### src/rtl/ram_initiator.sv
// Drives the async cs/we/oe RAM pins from a valid/ready request; response after SETUP+STROBE+HOLD+1 cycles.
// req_ready only in IDLE; the response is held in RESP until rsp_ready, stalling new requests.
module ram_initiator #(
    parameter int ADDR_WIDTH    = 8,
    parameter int DATA_WIDTH    = 32,
    parameter int SETUP_CYCLES  = 1,
    parameter int STROBE_CYCLES = 2,
    parameter int HOLD_CYCLES   = 1
) (
    input  logic                  clk,
    input  logic                  rst_n,
    input  logic                  req_valid,
    output logic                  req_ready,
    input  logic                  req_we,
    input  logic [ADDR_WIDTH-1:0] req_addr,
    input  logic [DATA_WIDTH-1:0] req_wdata,
    output logic                  rsp_valid,
    input  logic                  rsp_ready,
    output logic [DATA_WIDTH-1:0] rsp_rdata,
    output logic                  rsp_we,
    output logic [ADDR_WIDTH-1:0] mem_address,
    output logic [DATA_WIDTH-1:0] mem_data_in,
    input  logic [DATA_WIDTH-1:0] mem_data_out,
    output logic                  mem_cs,
    output logic                  mem_we,
    output logic                  mem_oe
);

    localparam int MAX_PHASE = (SETUP_CYCLES > STROBE_CYCLES)
                             ? ((SETUP_CYCLES > HOLD_CYCLES) ? SETUP_CYCLES : HOLD_CYCLES)
                             : ((STROBE_CYCLES > HOLD_CYCLES) ? STROBE_CYCLES : HOLD_CYCLES);
    localparam int CW = $clog2(MAX_PHASE) + 1;

    typedef enum logic [2:0] {IDLE, SETUP, STROBE, HOLD, RESP} state_t;

    state_t                state, state_d;
    logic [CW-1:0]         cnt, cnt_d;
    logic                  op_we, op_we_d;
    logic                  req_ready_d, rsp_valid_d, rsp_we_d;
    logic                  cs_d, we_d, oe_d;
    logic [ADDR_WIDTH-1:0] addr_d;
    logic [DATA_WIDTH-1:0] wdata_d, rdata_d;
    logic                  last;

    assign last = (cnt == '0);

    always_ff @(posedge clk or negedge rst_n) begin
        if (!rst_n) begin
            state       <= IDLE;
            cnt         <= '0;
            op_we       <= 1'b0;
            req_ready   <= 1'b1;
            rsp_valid   <= 1'b0;
            rsp_we      <= 1'b0;
            rsp_rdata   <= '0;
            mem_address <= '0;
            mem_data_in <= '0;
            mem_cs      <= 1'b0;
            mem_we      <= 1'b0;
            mem_oe      <= 1'b0;
        end else begin
            state       <= state_d;
            cnt         <= cnt_d;
            op_we       <= op_we_d;
            req_ready   <= req_ready_d;
            rsp_valid   <= rsp_valid_d;
            rsp_we      <= rsp_we_d;
            rsp_rdata   <= rdata_d;
            mem_address <= addr_d;
            mem_data_in <= wdata_d;
            mem_cs      <= cs_d;
            mem_we      <= we_d;
            mem_oe      <= oe_d;
        end
    end

    // Every output is computed one cycle ahead so the pins come straight from flops.
    always_comb begin
        state_d     = state;
        cnt_d       = cnt;
        op_we_d     = op_we;
        req_ready_d = req_ready;
        rsp_valid_d = rsp_valid;
        rsp_we_d    = rsp_we;
        rdata_d     = rsp_rdata;
        addr_d      = mem_address;
        wdata_d     = mem_data_in;
        cs_d        = mem_cs;
        we_d        = mem_we;
        oe_d        = mem_oe;
        unique case (state)
            IDLE: begin
                if (req_valid) begin
                    state_d     = SETUP;
                    cnt_d       = CW'(SETUP_CYCLES - 1);
                    op_we_d     = req_we;
                    req_ready_d = 1'b0;
                    addr_d      = req_addr;
                    wdata_d     = req_we ? req_wdata : '0;
                    cs_d        = 1'b1;
                end
            end
            SETUP: begin
                if (last) begin
                    state_d = STROBE;
                    cnt_d   = CW'(STROBE_CYCLES - 1);
                    we_d    = op_we;
                    oe_d    = !op_we;
                end else begin
                    cnt_d = cnt - CW'(1);
                end
            end
            STROBE: begin
                if (last) begin
                    state_d = HOLD;
                    cnt_d   = CW'(HOLD_CYCLES - 1);
                    we_d    = 1'b0;
                    oe_d    = 1'b0;
                    if (!op_we) begin
                        rdata_d = mem_data_out;
                    end
                end else begin
                    cnt_d = cnt - CW'(1);
                end
            end
            HOLD: begin
                if (last) begin
                    state_d     = RESP;
                    cs_d        = 1'b0;
                    addr_d      = '0;
                    wdata_d     = '0;
                    rsp_valid_d = 1'b1;
                    rsp_we_d    = op_we;
                end else begin
                    cnt_d = cnt - CW'(1);
                end
            end
            RESP: begin
                if (rsp_ready) begin
                    state_d     = IDLE;
                    rsp_valid_d = 1'b0;
                    rdata_d     = '0;
                    req_ready_d = 1'b1;
                end
            end
            default: begin
                state_d = IDLE;
            end
        endcase
    end

endmodule
### config.mk
export PLATFORM = sky130hd
export DESIGN_NAME = ram_initiator
export DESIGN_NICKNAME = d
export VERILOG_FILES = /design/src/rtl/ram_initiator.sv
export SDC_FILE = /design/constraint.sdc
export NUM_CORES = 1
export LEC_CHECK = 0
export CAP_MARGIN = 40
export CORE_MARGIN = 3
export CORE_UTILIZATION = 35
export DETAILED_ROUTE_END_ITERATION = 8
export GPL_TIMING_DRIVEN = 0
export HOLD_SLACK_MARGIN = 0.08
export PLACE_DENSITY = 0.71
export RECOVER_POWER = 100
export REMOVE_ABC_BUFFERS = 1
export SLEW_MARGIN = 25
export SYNTH_ARGS = -nofsm -noshare
export SYNTH_HDL_FRONTEND = slang
export SYNTH_SLANG_ARGS = --single-unit
### constraint.sdc
create_clock -name clk -period 1.7 [get_ports clk]
set_input_delay 0.17 -clock clk [delete_from_list [all_inputs] [get_ports clk]]
set_output_delay 0.17 -clock clk [all_outputs]
set_load 0.01 [all_outputs]
# Word level (Yosys, flattened, before mapping)
# Index checks and enable logic that the tools add are counted.
dict set report word_totals {
  wordCells 77
  regBits 84
  out_inout_bits 78
  input_bits 77
}
dict set report classes {
  eq_ne 11
  addsub 1
  n_reduce_logical 18
  muxes 35
}
# cell count
set op_table {}
lappend op_table {{32-bit two-way mux} 6}
lappend op_table {{32-bit one-hot mux with 2 select lines} 2}
lappend op_table {{8-bit two-way mux} 2}
lappend op_table {{8-bit one-hot mux with 2 select lines} 1}
lappend op_table {{3-bit two-way mux} 5}
lappend op_table {{3-bit one-hot mux with 5 select lines} 1}
lappend op_table {{3-bit AND reduction} 5}
lappend op_table {{2-bit inequality test, second input constant} 7}
lappend op_table {{1-bit one-hot mux with 2 select lines} 5}
lappend op_table {{2-bit nonzero test} 5}
lappend op_table {{1-bit two-way mux} 8}
lappend op_table {{2-bit two-way mux} 4}
lappend op_table {{2-bit one-hot mux with 4 select lines} 1}
lappend op_table {{3-bit by 2-bit equality test with 1-bit output, second input constant} 2}
lappend op_table {{5-bit AND reduction} 1}
lappend op_table {{2-bit AND reduction} 2}
lappend op_table {{4-bit AND reduction} 1}
lappend op_table {{4-bit nonzero test} 1}
lappend op_table {{3-bit by 1-bit equality test with 1-bit output, second input constant} 1}
lappend op_table {{3-bit equality test, second input constant} 1}
lappend op_table {{3-bit logical NOT} 1}
lappend op_table {{2-bit logical NOT} 1}
lappend op_table {{2-bit by 1-bit subtractor with 2-bit output, second input constant} 1}
lappend op_table {{1-bit logical NOT} 1}

# Logic depth before layout (Yosys ltp)
dict set report logic_depth {
  depth_word 3
  mapped_depth 6
  depth_no_buf 5
}

# Least setup slack after synthesis
# Ideal clock, no wire load.
dict set report synth_timing {
  path_kind {reg2reg}
  from {reg cnt[0]}
  to {reg mem_address[0]}
  path_buffers 1
  setup_ps 121
  period_less_slack_ps 1634
  stages_incl_launch_ff 7
  slack_ps 66
  required_time_ps 1579
  arrival_time_ps 1513
  cell_sequence {dfrtp_1 inv_1 ha_1 nor2b_1 a31oi_4 buf_6 a22o_1}
}
dict set report synth_via {
  elab_chain_cells 3
}
# item line_no
set synth_lines {}
lappend synth_lines {{from (decl)} 37} ;# logic [CW-1:0] cnt, cnt_d;
lappend synth_lines {{from (signal assigned)} 63} ;# cnt <= cnt_d;
lappend synth_lines {{2-bit logical NOT} 45} ;# assign last = (cnt == '0);
lappend synth_lines {{2-bit inequality test (no line)} -}
lappend synth_lines {{3-bit AND reduction (no line)} -}
lappend synth_lines {{to (signal assigned)} 69} ;# mem_address <= addr_d;
lappend synth_lines {{to (decl)} 21} ;# output logic [ADDR_WIDTH-1:0] mem_address,
# Every way passes these cells.
# A chain may end at the register's enable or synchronous reset.

# Worst setup path in the final report
dict set report layout_timing {
  from {reg state[2]}
  to {reg mem_data_in[1]}
}
dict set report layout_via {
  elab_chain_cells 3
  elab_cells_between_ends 7
  cone_classes {eq/ne (3); mux (1); reduce/logical (3)}
}
# item line_no
set layout_lines {}
lappend layout_lines {{from (decl)} 36} ;# state_t state, state_d;
lappend layout_lines {{from (signal assigned)} 62} ;# state <= state_d;
lappend layout_lines {{3-bit by 2-bit equality test with 1-bit output or 3-bit logical NOT (tied branches)} 91} ;# unique case (state)
lappend layout_lines {{2-bit inequality test (no line) or 2-bit nonzero test (tied branches)} -}
lappend layout_lines {{3-bit AND reduction (no line)} -}
lappend layout_lines {{to (signal assigned)} 70} ;# mem_data_in <= wdata_d;
lappend layout_lines {{to (decl)} 22} ;# output logic [DATA_WIDTH-1:0] mem_data_in,
# Parallel ways exist; a longest one is shown, timed or not.

==> metrics.md <==
| Metric | Value |
|---|---|
| Synth Warn # | 0 |
| Die Y | 107 um |
| Arrival @ worst endpoint | 1.88 ns |
| Met1 WL | 4.22 mm |
| Post-synthesis mux area share | 9.26% |
| Share of cells above drive strength 1 | 13.0% |
| Max layer used | met4 |
| Setup crit start | state[2] |
| Worst hold path type | in -> reg |
| Seq/Total Area, Yosys | 58.7% |
| Largest family of logic cells by synthesized area | compound AO/OA/AOI/OAI gates |
| Synth Area in Adders | 1.05% |
| Critical Path RT | 1.95 ns |
| Place WS | -0.696 ns |
| Post-layout min period | 1.63 ns |
| Static Leak | 2.75 nW |
| # port buffers | 154 |
| Fin crit share | 95.6% |
| Relative max-transition margin | 25.8% |
| Die ar. | 11500 um2 |
| I/O pin cnt | 155 |
| Routability cong. | 0.716 |
| Fin nets | 553 |
| VDD IR-drop max | 0.692 mV |
| Core area | 9860 um2 |
| ANT cells | 0 |
| Worst Setup Path Type | reg -> reg |
| Slew @ Worst Pin | 1.11 ns |
| Fin. Hold Viols | 0 |
| Root buffer cell | clkbuf_8 |
| Outcome | completed |
| Setup WS post-layout | 0.0749 ns |
| Setup_tns | 0 ns |
| Vias per cell | 4.73 |
| CTS tree | done |
| Wire length on met2 | 4.82 mm |
| Mapped Cells | 295 |
| First-pass GRT wire length | 15.8 mm |
| CP max stage cell | dfrtp_4 |
| Number of clock sinks | 84 |
| Met3 WL | 549 um |
| Synth Area in Compound Gates | 14.6% |
| Syn avg cell area | 12.1 um2 |
| Worst path max stage delay | 0.56 ns |
| WL/cell | 16.1 um |
| Yosys reg bits | 84 |
| Pins Over Slew Limit | 0 |
| Startpoint types | flop |
| TritonCTS Buffers | 9 |
| Commonest non-fill, non-tap cell in the layout | dfrtp_1 |
| Post-DP HPWL | 6.58 mm |
| Drc violations | 0 |
| DR pass1 iterations | 4 |
| Max Cap Viol | 0 |
| Xor and xnor area share after synthesis | 0.489% |
| Post-Synth Simple-Gate Area | 7.51% |
| Chip width | 107 um |
| Largest net degree at the start of global routing | 45 |
| Tot GR Track Use | 17.7% |
| Most frequent cells in the layout | 80 x dfrtp_1, 78 x dlygate4sd3_1, 76 x clkdlybuf4s50_1, 44 x a22o_1, 35 x inv_1 |
| Starting Density | 36.3% |
| Share of flip-flops with an asynchronous set or reset | 100% |
| Worst R2R Start | state[2] |
| Synthesis-to-layout area growth | 60.0% |
| Number of distinct library cells after synthesis | 35 |
| WL final | 9.84 mm |
| Final Skew | 0.00751 ns |
| Deepest clock path buffer count | 2 |
| DR vias | 2888 |
| Number of synthesized flops with an enable pin | 0 |
| Final setup viols | 0 |
| Crit path cell chain | nor4b_4 > buf_6 > a31oi_4 > buf_16 > a22o_1 |
| Element type at the critical path end | flop |
| Initial antenna violation count | 0 |
| Mapped Area | 3580 um2 |
| CTS H-Tree Depth | 3 |
| Ys flop type | dfrtp_1 |
| Fillers | 790 |
| Vias in the first global route | 3024 |
| Pwr dens | 1750 nW/um2 |
| Achievable clock frequency | 0.615 GHz |
| Global route overflow | 0 |
| Clock latency on the worst-skew pair | 0.37 ns |
| Overall Power | 10.1 mW |
| Antenna-violating nets left | 0 |
| HP Start | mem_data_out[22] |
| Worst-path fanout max | 23 |
| Clock-pin slew on the worst setup and hold paths | 0.08 ns |
| First DRT Iteration DRCs | 95 |
| Row count | 36 |
[report_power, final]
| part | internal (mW) | leakage (nW) | total [mW] | switching [mW] |
|---|---|---|---|---|
| clock | 0.815 | 0.102 | 1.53 | 0.720 |
| combinational | 2.77 | 1.57 | 4.95 | 2.18 |
| sequential | 2.96 | 1.07 | 3.57 | 0.606 |
| total | 6.55 | 2.75 | 10.1 | 3.50 |
[timing repair]
item,CTS,global route
hold buffers,1,0
endpoints found under the setup margin,76,66
gates cloned,1,0
setup buffers,12,13
hold endpoints to repair,42,0
gates resized for setup,14,6
pin swaps,5,3
[flip-flops by register name, summed over array words and instances, names as in the netlist]
signal,flops
mem_data_in,32
mem_cs,1
cnt,2
state,3
rsp_valid,1
rsp_rdata,32
op_we,1
mem_oe,1
mem_address,8
mem_we,1
req_ready,1
rsp_we,1
[per-layer routing]
layer | vias to the layer above | track usage [%]
li1 | 1365 | -
met1 | 1407 | 22.8
met2 | 97 | 27.7
met3 | 19 | 4.58
met4 | 0 | 8.31
met5 | - | 0
[synth_stat cells, types with 2 or more instances]
cell      count  area share, %
ha_1          3            1.0
o21ai_0       5           0.70
buf_2         6           0.84
a21oi_1       3           0.42
nand2_1      34            3.6
nor2_1        3           0.31
buf_4         5            1.0
mux2i_1      32            8.9
a31oi_1       2           0.35
and2_1        2           0.35
dfrtp_1      83             58
nor2b_1       2           0.35
inv_1        36            3.8
nand3_1       3           0.42
buf_6         8            2.5
o211ai_1      2           0.42
a22o_1       44             11
o21bai_1      2           0.42
nor3_1        3           0.42
clkbuf_1      2           0.21
[metrics by stage]
step	instance area (um2)	hold WS (ns)	std cells	utilization, %
final	5730	0.337	610	58.1
after global routing	5730	0.339	610	58.1
after CTS	5610	0.276	597	56.9
after global placement	5120	0.482	561	51.9
after floorplan	3420	-0.126	274	-
after detailed placement	5240	0.114	568	53.1
[final timing paths]
check / end / cells past startpoint / slack (ns)
min in group asynchronous: mem_oe / 2 / 0.55
setup / recovery: mem_data_in[1] / 5 / 0.07
max in group asynchronous: state[2] / 2 / 0.34
setup reg to reg: mem_data_in[1] / 5 / 0.07
hold reg to reg: mem_data_in[4] / 1 / 0.50
hold / removal: rsp_rdata[22] / 3 / 0.34
[kinds of logic (layout without fill, tap and decap cells)]
group           count (synthesis)  in the layout
mux                            33             33
buf+inv                        57            238
xor+xnor                        2              2
flops                          84             84
compound gates                 63             63
simple gates                   53             54
fa+ha+maj                       3              3
[worst max-delay path: cells and delay by family, from the launching register on]
family                 cells  cell delay, ns
buffers and inverters      2            0.37
AO/OA/AOI/OAI              2            0.25
AND/OR/NAND/NOR            1            0.32
flip-flops                 1            0.56
[final cells by class]
class                      instances  area [um2]  share of cell area [%]
sequential                        84        2110                    36.9
timing repair buffer             187        1870                    32.7
multi-input combinational        155        1230                    21.5
tap                              133         166                    2.91
inverter                          36         135                    2.36
clock buffer                      10         128                    2.23
clock inverter                     5        77.6                    1.35
Note: power is estimated with default switching activity, not from simulation.
